$ cat src/rtl/serial_adder_pkg.sv
// ============================================================================
// Module      : serial_adder_pkg
// Description : Shared FSM state type and default width for serial_adder.
// Revision    : 1.0
// ============================================================================
`default_nettype none

package serial_adder_pkg;

    typedef enum logic [1:0] {
        IDLE = 2'd0,
        RUN  = 2'd1,
        DONE = 2'd2
    } state_t;

    localparam int SERIAL_ADDER_WIDTH = 8;

endpackage : serial_adder_pkg

`default_nettype wire

$ cat src/rtl/full_adder.sv
// ============================================================================
// Module      : full_adder
// Description : Single-bit full adder cell.
// Revision    : 1.0
// ============================================================================
`default_nettype none

module full_adder (
    input  logic a,
    input  logic b,
    input  logic carry_in,
    output logic sum,
    output logic carry_out
);

    assign sum       = a ^ b ^ carry_in;
    assign carry_out = (a & b) | (carry_in & (a ^ b));

endmodule : full_adder

`default_nettype wire

$ cat src/rtl/serial_adder.sv
// ============================================================================
// Module      : serial_adder
// Description : Bit-serial WIDTH-bit adder, LSB first, one bit per clock, with
//               valid/ready handshakes. SERIAL_ADDER_SUB_EN adds a `sub` input.
// Revision    : 1.0
// ============================================================================
`default_nettype none

module serial_adder
    import serial_adder_pkg::*;
#(
    parameter int WIDTH = SERIAL_ADDER_WIDTH
) (
    input  logic             clk,
    input  logic             rst_n,
    input  logic             in_valid,
    output logic             in_ready,
    input  logic [WIDTH-1:0] a,
    input  logic [WIDTH-1:0] b,
    input  logic             carry_in,
`ifdef SERIAL_ADDER_SUB_EN
    input  logic             sub,
`endif
    output logic             out_valid,
    input  logic             out_ready,
    output logic [WIDTH-1:0] sum,
    output logic             carry_out
);

    localparam int                   c_cnt_w    = $clog2(WIDTH);
    localparam logic [c_cnt_w-1:0]   c_cnt_last = c_cnt_w'(WIDTH - 1);

    state_t             r_state;
    state_t             w_state_nxt;
    logic [WIDTH-1:0]   r_a;
    logic [WIDTH-1:0]   r_b;
    logic [WIDTH-1:0]   r_sum;
    logic               r_carry;
    logic [c_cnt_w-1:0] r_cnt;

    logic               w_fa_sum;
    logic               w_fa_carry;
    logic [WIDTH-1:0]   w_b_load;
    logic               w_carry_load;
    logic               w_accept;

    // Subtraction is a + ~b + 1, so it only changes what is loaded at accept
`ifdef SERIAL_ADDER_SUB_EN
    assign w_b_load     = sub ? ~b : b;
    assign w_carry_load = sub ? 1'b1 : carry_in;
`else
    assign w_b_load     = b;
    assign w_carry_load = carry_in;
`endif

    assign w_accept = in_valid & in_ready;

    full_adder u_full_adder (
        .a         (r_a[0]),
        .b         (r_b[0]),
        .carry_in  (r_carry),
        .sum       (w_fa_sum),
        .carry_out (w_fa_carry)
    );

    always_ff @(posedge clk or negedge rst_n) begin
        if (!rst_n) begin
            r_state <= IDLE;
        end else begin
            r_state <= w_state_nxt;
        end
    end

    always_comb begin
        w_state_nxt = r_state;
        in_ready    = 1'b0;
        out_valid   = 1'b0;
        case (r_state)
            IDLE: begin
                in_ready = 1'b1;
                if (in_valid) begin
                    w_state_nxt = RUN;
                end
            end
            RUN: begin
                if (r_cnt == c_cnt_last) begin
                    w_state_nxt = DONE;
                end
            end
            DONE: begin
                out_valid = 1'b1;
                if (out_ready) begin
                    w_state_nxt = IDLE;
                end
            end
            default: begin
                w_state_nxt = IDLE;
            end
        endcase
    end

    // Sum bits enter at the MSB so after WIDTH shifts bit 0 is the first one computed
    always_ff @(posedge clk or negedge rst_n) begin
        if (!rst_n) begin
            r_a     <= '0;
            r_b     <= '0;
            r_sum   <= '0;
            r_carry <= 1'b0;
            r_cnt   <= '0;
        end else begin
            case (r_state)
                IDLE: begin
                    if (w_accept) begin
                        r_a     <= a;
                        r_b     <= w_b_load;
                        r_carry <= w_carry_load;
                        r_cnt   <= '0;
                    end
                end
                RUN: begin
                    r_a     <= r_a >> 1;
                    r_b     <= r_b >> 1;
                    r_sum   <= {w_fa_sum, r_sum[WIDTH-1:1]};
                    r_carry <= w_fa_carry;
                    r_cnt   <= r_cnt + 1'b1;
                end
                default: begin
                end
            endcase
        end
    end

    assign sum       = r_sum;
    assign carry_out = r_carry;

endmodule : serial_adder

`default_nettype wire

$ cat config.mk
export PLATFORM = sky130hd
export DESIGN_NAME = serial_adder
export DESIGN_NICKNAME = d
export VERILOG_FILES = /design/src/rtl/serial_adder_pkg.sv /design/src/rtl/full_adder.sv /design/src/rtl/serial_adder.sv
export SDC_FILE = /design/constraint.sdc
export NUM_CORES = 1
export LEC_CHECK = 0
export BUFFER_PORTS_ARGS = -buffer_cell sky130_fd_sc_hd__buf_2
export CORE_UTILIZATION = 52
export DETAILED_ROUTE_END_ITERATION = 10
export PLACE_DENSITY = 0.83
export SLEW_MARGIN = 5
export SYNTH_ARGS = -nofsm -noshare
export SYNTH_HDL_FRONTEND = slang
export SYNTH_SLANG_ARGS = --single-unit
$ cat constraint.sdc
create_clock -name clk -period 1.4 [get_ports clk]
set_input_delay 0.07 -clock clk [delete_from_list [all_inputs] [get_ports clk]]
set_output_delay 0.07 -clock clk [all_outputs]
set_load 0.05 [all_outputs]
==> results of run 1 <==
-- report_power, final --
| part | total (mW) | switching, mW | internal, mW |
|---|---|---|---|
| logic | 1.85 | 1.19 | 0.664 |
| registers | 1.60 | 0.336 | 1.27 |
| clock network | 0.656 | 0.286 | 0.370 |
| total | 4.11 | 1.81 | 2.30 |
-- flip-flops by register name, indices dropped and copies added (netlist names) --
name	flops
r_b	8
r_state	2
sum	8
r_cnt	3
r_a	8
carry_out	1
-- layout make-up --
class / instances / area share (%)
clock buffers: 5 / 2.26
repair buffers: 38 / 13.3
flip-flops and latches: 30 / 45.3
inverters: 2 / 0.602
well taps: 30 / 2.26
clock inverters: 3 / 2.41
multi-input cells: 95 / 33.8
-- synth_stat cells, drive strengths merged --
cell type | instances | area (um^2)
inv | 2 | 7.51
a22o | 2 | 17.5
o31ai | 1 | 12.5
nor2b | 2 | 12.5
or2 | 1 | 6.26
o22ai | 27 | 169
dfrtp | 30 | 751
nand2b | 4 | 35.0
o221a | 1 | 11.3
a21oi | 14 | 73.8
nand2 | 28 | 105
nand3b | 1 | 7.51
fa | 1 | 20.0
o21ai | 6 | 30.0
a2bb2oi | 1 | 8.76
ha | 2 | 25.0
nor2 | 4 | 22.5
buf | 10 | 85.1
-- cell families after synthesis --
logic type	count (synthesis)	synth area share [%]
AOI/OAI and AO/OA	52	23.1
DFF	30	53.6
adders and majority gates	3	3.22
buffers and inverters	12	6.61
and+or+nand+nor	40	13.5
-- per-layer routing --
metal | routed length [um] | track usage (%)
met1 | 1190 | 27.8
met5 | 0 | 0
met2 | 1560 | 38.7
met3 | 132 | 5.93
met4 | 55 | 13.2
-- final timing paths --
kind | startpoint | end | slack, ns | cells after the start
max in group asynchronous | rst_n | r_state[1] | 0.65 | 2
hold reg to reg | sum[0] | sum[0] | 0.47 | 2
min in group asynchronous | rst_n | r_b[2] | 0.30 | 2
setup reg to reg | r_state[1] | r_a[6] | 0.16 | 3
setup / recovery | r_state[0] | out_valid | 0.06 | 3
hold / removal | b[7] | r_b[7] | 0.02 | 3
-- worst max-delay path, cell delays in order (launching register included) --
cell and delay (ns):
dfrtp_2 0.48, buf_4 0.18, nor2_2 0.13, buf_6 0.17
-- through the flow --
| stage | total power, mW | instance area, um^2 |
|---|---|---|
| 6_report | 4.11 | 1660 |
| 3_5_place_dp | 3.42 | 1530 |
| 2_1_floorplan | 3.07 | 1400 |
| 3_3_place_gp | 3.30 | 1530 |
| 4_1_cts | 4.09 | 1640 |
| 5_1_grt | 4.44 | 1660 |
-- what timing repair did --
| action | 4_1_cts | 5_1_grt |
|---|---|---|
| pin swaps | 0 | 0 |
| hold buffers | 3 | 0 |
| endpoints found under the hold margin | 32 | 0 |
| setup buffers | 0 | 2 |
| setup endpoints to repair | 1 | 2 |
| gates resized for setup | 3 | 4 |
| gates cloned | 0 | 0 |
==> impl_metrics.json, run 1 <==
{
  "end_kind": "output port",
  "grt.total_usage_pct": 23.5,
  "synth.distinct_cells": 24,
  "rsz0062_at_grt": "false",
  "start_util_pct": 56.0,
  "io_pins": 32,
  "cp.required_ns": 1.33,
  "first_global_vias": 1064,
  "crit_type": "reg -> out",
  "worstPathMaxFanout": 7,
  "hp-class": "in -> reg",
  "yosys_warnings": 0,
  "postRouteAntennaNets": 0,
  "grt_pass1_wl_um": 4640,
  "p_per_area_nw_per_um2": 2470,
  "drive_above_1_share_pct": 31.8,
  "gp_congestion": 0.727,
  "fmax_ghz": 0.748,
  "core_um2": 2500,
  "antenna_found_initial": 0,
  "cts_tree": "yes",
  "holdWs_ns": 0.0245,
  "multi_input_area_um2": 562,
  "htree_num_levels": 2,
  "final.min_clock_period_ns": 1.34,
  "synth-seq-cells": 30,
  "final_common_cell": "buf_2",
  "finalWorstSetupSlack_ns": 0.0625,
  "route.detailed.drc": 0,
  "rows": 18,
  "nNetsFinal": 196,
  "postSynthAreaPerCell_um2": 10.2,
  "status": "complete, no violations",
  "fin_crit_sh_pct": 95.5,
  "maxCapViolCount": 0,
  "mostFrequentLayoutCells": "buf_2, nand2_1, dfrtp_1",
  "insertedDiodeCount": 0,
  "n_fill_cell": 209,
  "clock-root-buffer": "clkbuf_4",
  "firstDrtPassIters": 4,
  "worst_slew_pin_slew_ns": 0.634,
  "routed_wl_um": 2940,
  "syn-instance-count": 137,
  "die_height_um": 53.9,
  "dp.cells": 190,
  "synth_area_um2": 1400,
  "avgViaCountPerCell": 5.76,
  "die_width_um": 53.9,
  "fin_util_pct": 66.5,
  "vias": 1169,
  "regArea_um2": 753,
  "portBuffers": 31,
  "critPathLaunchType": "flop",
  "maxSlewViolCount": 0,
  "insertion_delay_ns": 0.32,
  "ir_drop_mv": 1.62,
  "fin_setup_tns_ns": 0,
  "dp_hpwl_um": 2010,
  "final_cells": 203,
  "max-slew-margin-rel_pct": 57.7,
  "cts_made_buffers": 5,
  "grt_max_degree": 31,
  "grt-ovfl-total": 0,
  "syn_to_final_growth_pct": 18.7,
  "dp_slack_ns": 0.137,
  "cts_buffer_depth": 2,
  "hold_viol": 0,
  "setup_violations": 0,
  "power.leakage_nw": 0.779,
  "synth_nets": 161,
  "clock_sinks": 30,
  "detail_route.wl_per_cell_um": 14.5,
  "die_area_um2": 2900,
  "crit_arrival_ns": 1.27,
  "skew_ns": 0.00991,
  "drt_iter0_markers": 23,
  "cts.reportedPaths.clkPinSlew_ns": 0.09,
  "synth_seq_area_share_pct": 53.6
}
Note: power is estimated with default switching activity, not from simulation.
==> run 2: changes to the inputs <==
- REMOVE_ABC_BUFFERS: unset -> 1
==> impl_metrics.json, run 2 (synthesis results as in run 1) <==
{
  "vias": 1191,
  "die_width_um": 53.9,
  "antenna_found_initial": 0,
  "core_um2": 2500,
  "fin_crit_sh_pct": 94.1,
  "path_delay_family": "flip-flops",
  "finalWorstSetupSlack_ns": 0.0833,
  "total_power_mw": 4.17,
  "ir_drop_mv": 1.60,
  "drive_above_1_share_pct": 31.4,
  "grt-ovfl-total": 0,
  "detail_route.wl_per_cell_um": 15.1,
  "worst-path-stages": 3,
  "grt_pass1_wl_um": 4900,
  "cts_tree": "yes",
  "maxSlewViolCount": 0,
  "holdWs_ns": 0.0276,
  "path_cells": "buf_4 -> nor2_2 -> buf_6",
  "ff2ff_path_depth": 4,
  "routed_wl_um": 3090,
  "p_per_area_nw_per_um2": 2480,
  "status": "complete, no violations",
  "crit_arrival_ns": 1.25,
  "cts_made_buffers": 5,
  "cp.required_ns": 1.33,
  "hold_start": "a[4]",
  "maxCapViolCount": 0,
  "fmax_ghz": 0.759,
  "start_util_pct": 56.0,
  "cts.reportedPaths.clkPinSlew_ns": 0.09,
  "slowest_stage": "dfrtp_2",
  "end_kind": "output port",
  "clock-root-buffer": "clkbuf_4",
  "reg2reg_from": "r_state[0]",
  "insertion_delay_ns": 0.34,
  "rsz0062_at_grt": "false",
  "dp_hpwl_um": 1960,
  "insertedDiodeCount": 0,
  "hold_viol": 0,
  "critPathLaunchType": "flop",
  "grt_max_degree": 31,
  "gp_congestion": 0.736,
  "syn_to_final_growth_pct": 19.7,
  "cpPeakStageDelay_ns": 0.42,
  "drt_iter0_markers": 27,
  "hold_depth": 3,
  "cp.buffers_inverters": 2,
  "grt.total_usage_pct": 24.7,
  "worst_slew_pin_slew_ns": 0.647,
  "hp-class": "in -> reg",
  "route.detailed.drc": 0,
  "clock_sinks": 30,
  "worstPathMaxFanout": 7,
  "io_pins": 32,
  "dp_slack_ns": 0.153,
  "hold_path_end": "r_a[4]",
  "final_common_cell": "buf_2",
  "crit_type": "reg -> out",
  "firstDrtPassIters": 4,
  "final.min_clock_period_ns": 1.32,
  "mostFrequentLayoutCells": "buf_2, nand2_1, dfrtp_1",
  "skew_ns": 0.00162,
  "cts_buffer_depth": 2,
  "reg2reg_slack_ns": 0.15,
  "power.leakage_nw": 0.790,
  "rows": 18,
  "avgViaCountPerCell": 5.81,
  "timing.rr.end": "r_cnt[1]",
  "nNetsFinal": 198,
  "fin_setup_tns_ns": 0,
  "postRouteAntennaNets": 0,
  "htree_num_levels": 2,
  "die_height_um": 53.9,
  "setup_violations": 0,
  "first_global_vias": 1099,
  "max-slew-margin-rel_pct": 56.9,
  "die_area_um2": 2900,
  "portBuffers": 31
}
run 2: cell type report:
class | count | area, um^2
inverters | 2 | 10.0
flip-flops and latches | 30 | 753
well taps | 30 | 37.5
fillers | 200 | 823
multi-input cells | 95 | 559
clock inverters | 3 | 40.0
clock buffers | 5 | 37.5
repair buffers | 40 | 239
run 2: worst max-delay path by stage:
stage | from | to
after floorplan | r_state[0] | r_b[2]
after global placement | r_state[1] | r_a[6]
after detailed placement | r_state[1] | r_a[6]
after CTS | r_state[1] | out_valid
after global routing | r_state[0] | out_valid
final | r_state[0] | in_ready
run 2: metrics by stage:
step	cell area, um^2	instances	util, %
after detailed placement	1520	190	60.9
after global routing	1680	205	67.1
after floorplan	1320	127	-
final	1680	205	67.1
after CTS	1660	203	66.5
after global placement	1520	190	60.9
run 2: repair_timing:
action                     in CTS  in global routing
hold buffers                    4                  0
resized for setup               6                  1
cloned                          0                  0
setup endpoints to repair       2                  2
setup buffers                   1                  2
hold endpoints to repair       33                  0
run 2: worst reg2reg max path, delay by kind of cell, from the launching register on:
family,cells,cell delay (ns)
compound gates,1,0.24
flops,1,0.42
simple gates,1,0.15
buf+inv,2,0.34
run 2: power by group:
part,leakage (nW),total (mW),switching [mW],internal (mW)
clock network,0.0450,0.678,0.309,0.369
registers,0.356,1.58,0.313,1.27
logic,0.389,1.91,1.23,0.676
run 2: layer usage:
layer / up-vias / track usage, % / share of wire [%]
met2: 39 / 39.7 / 52
met1: 582 / 31.0 / 41
li1: 567 / - / -
met5: - / 0 / 0
met4: 0 / 7.46 / 1.3
met3: 3 / 8.76 / 6.1
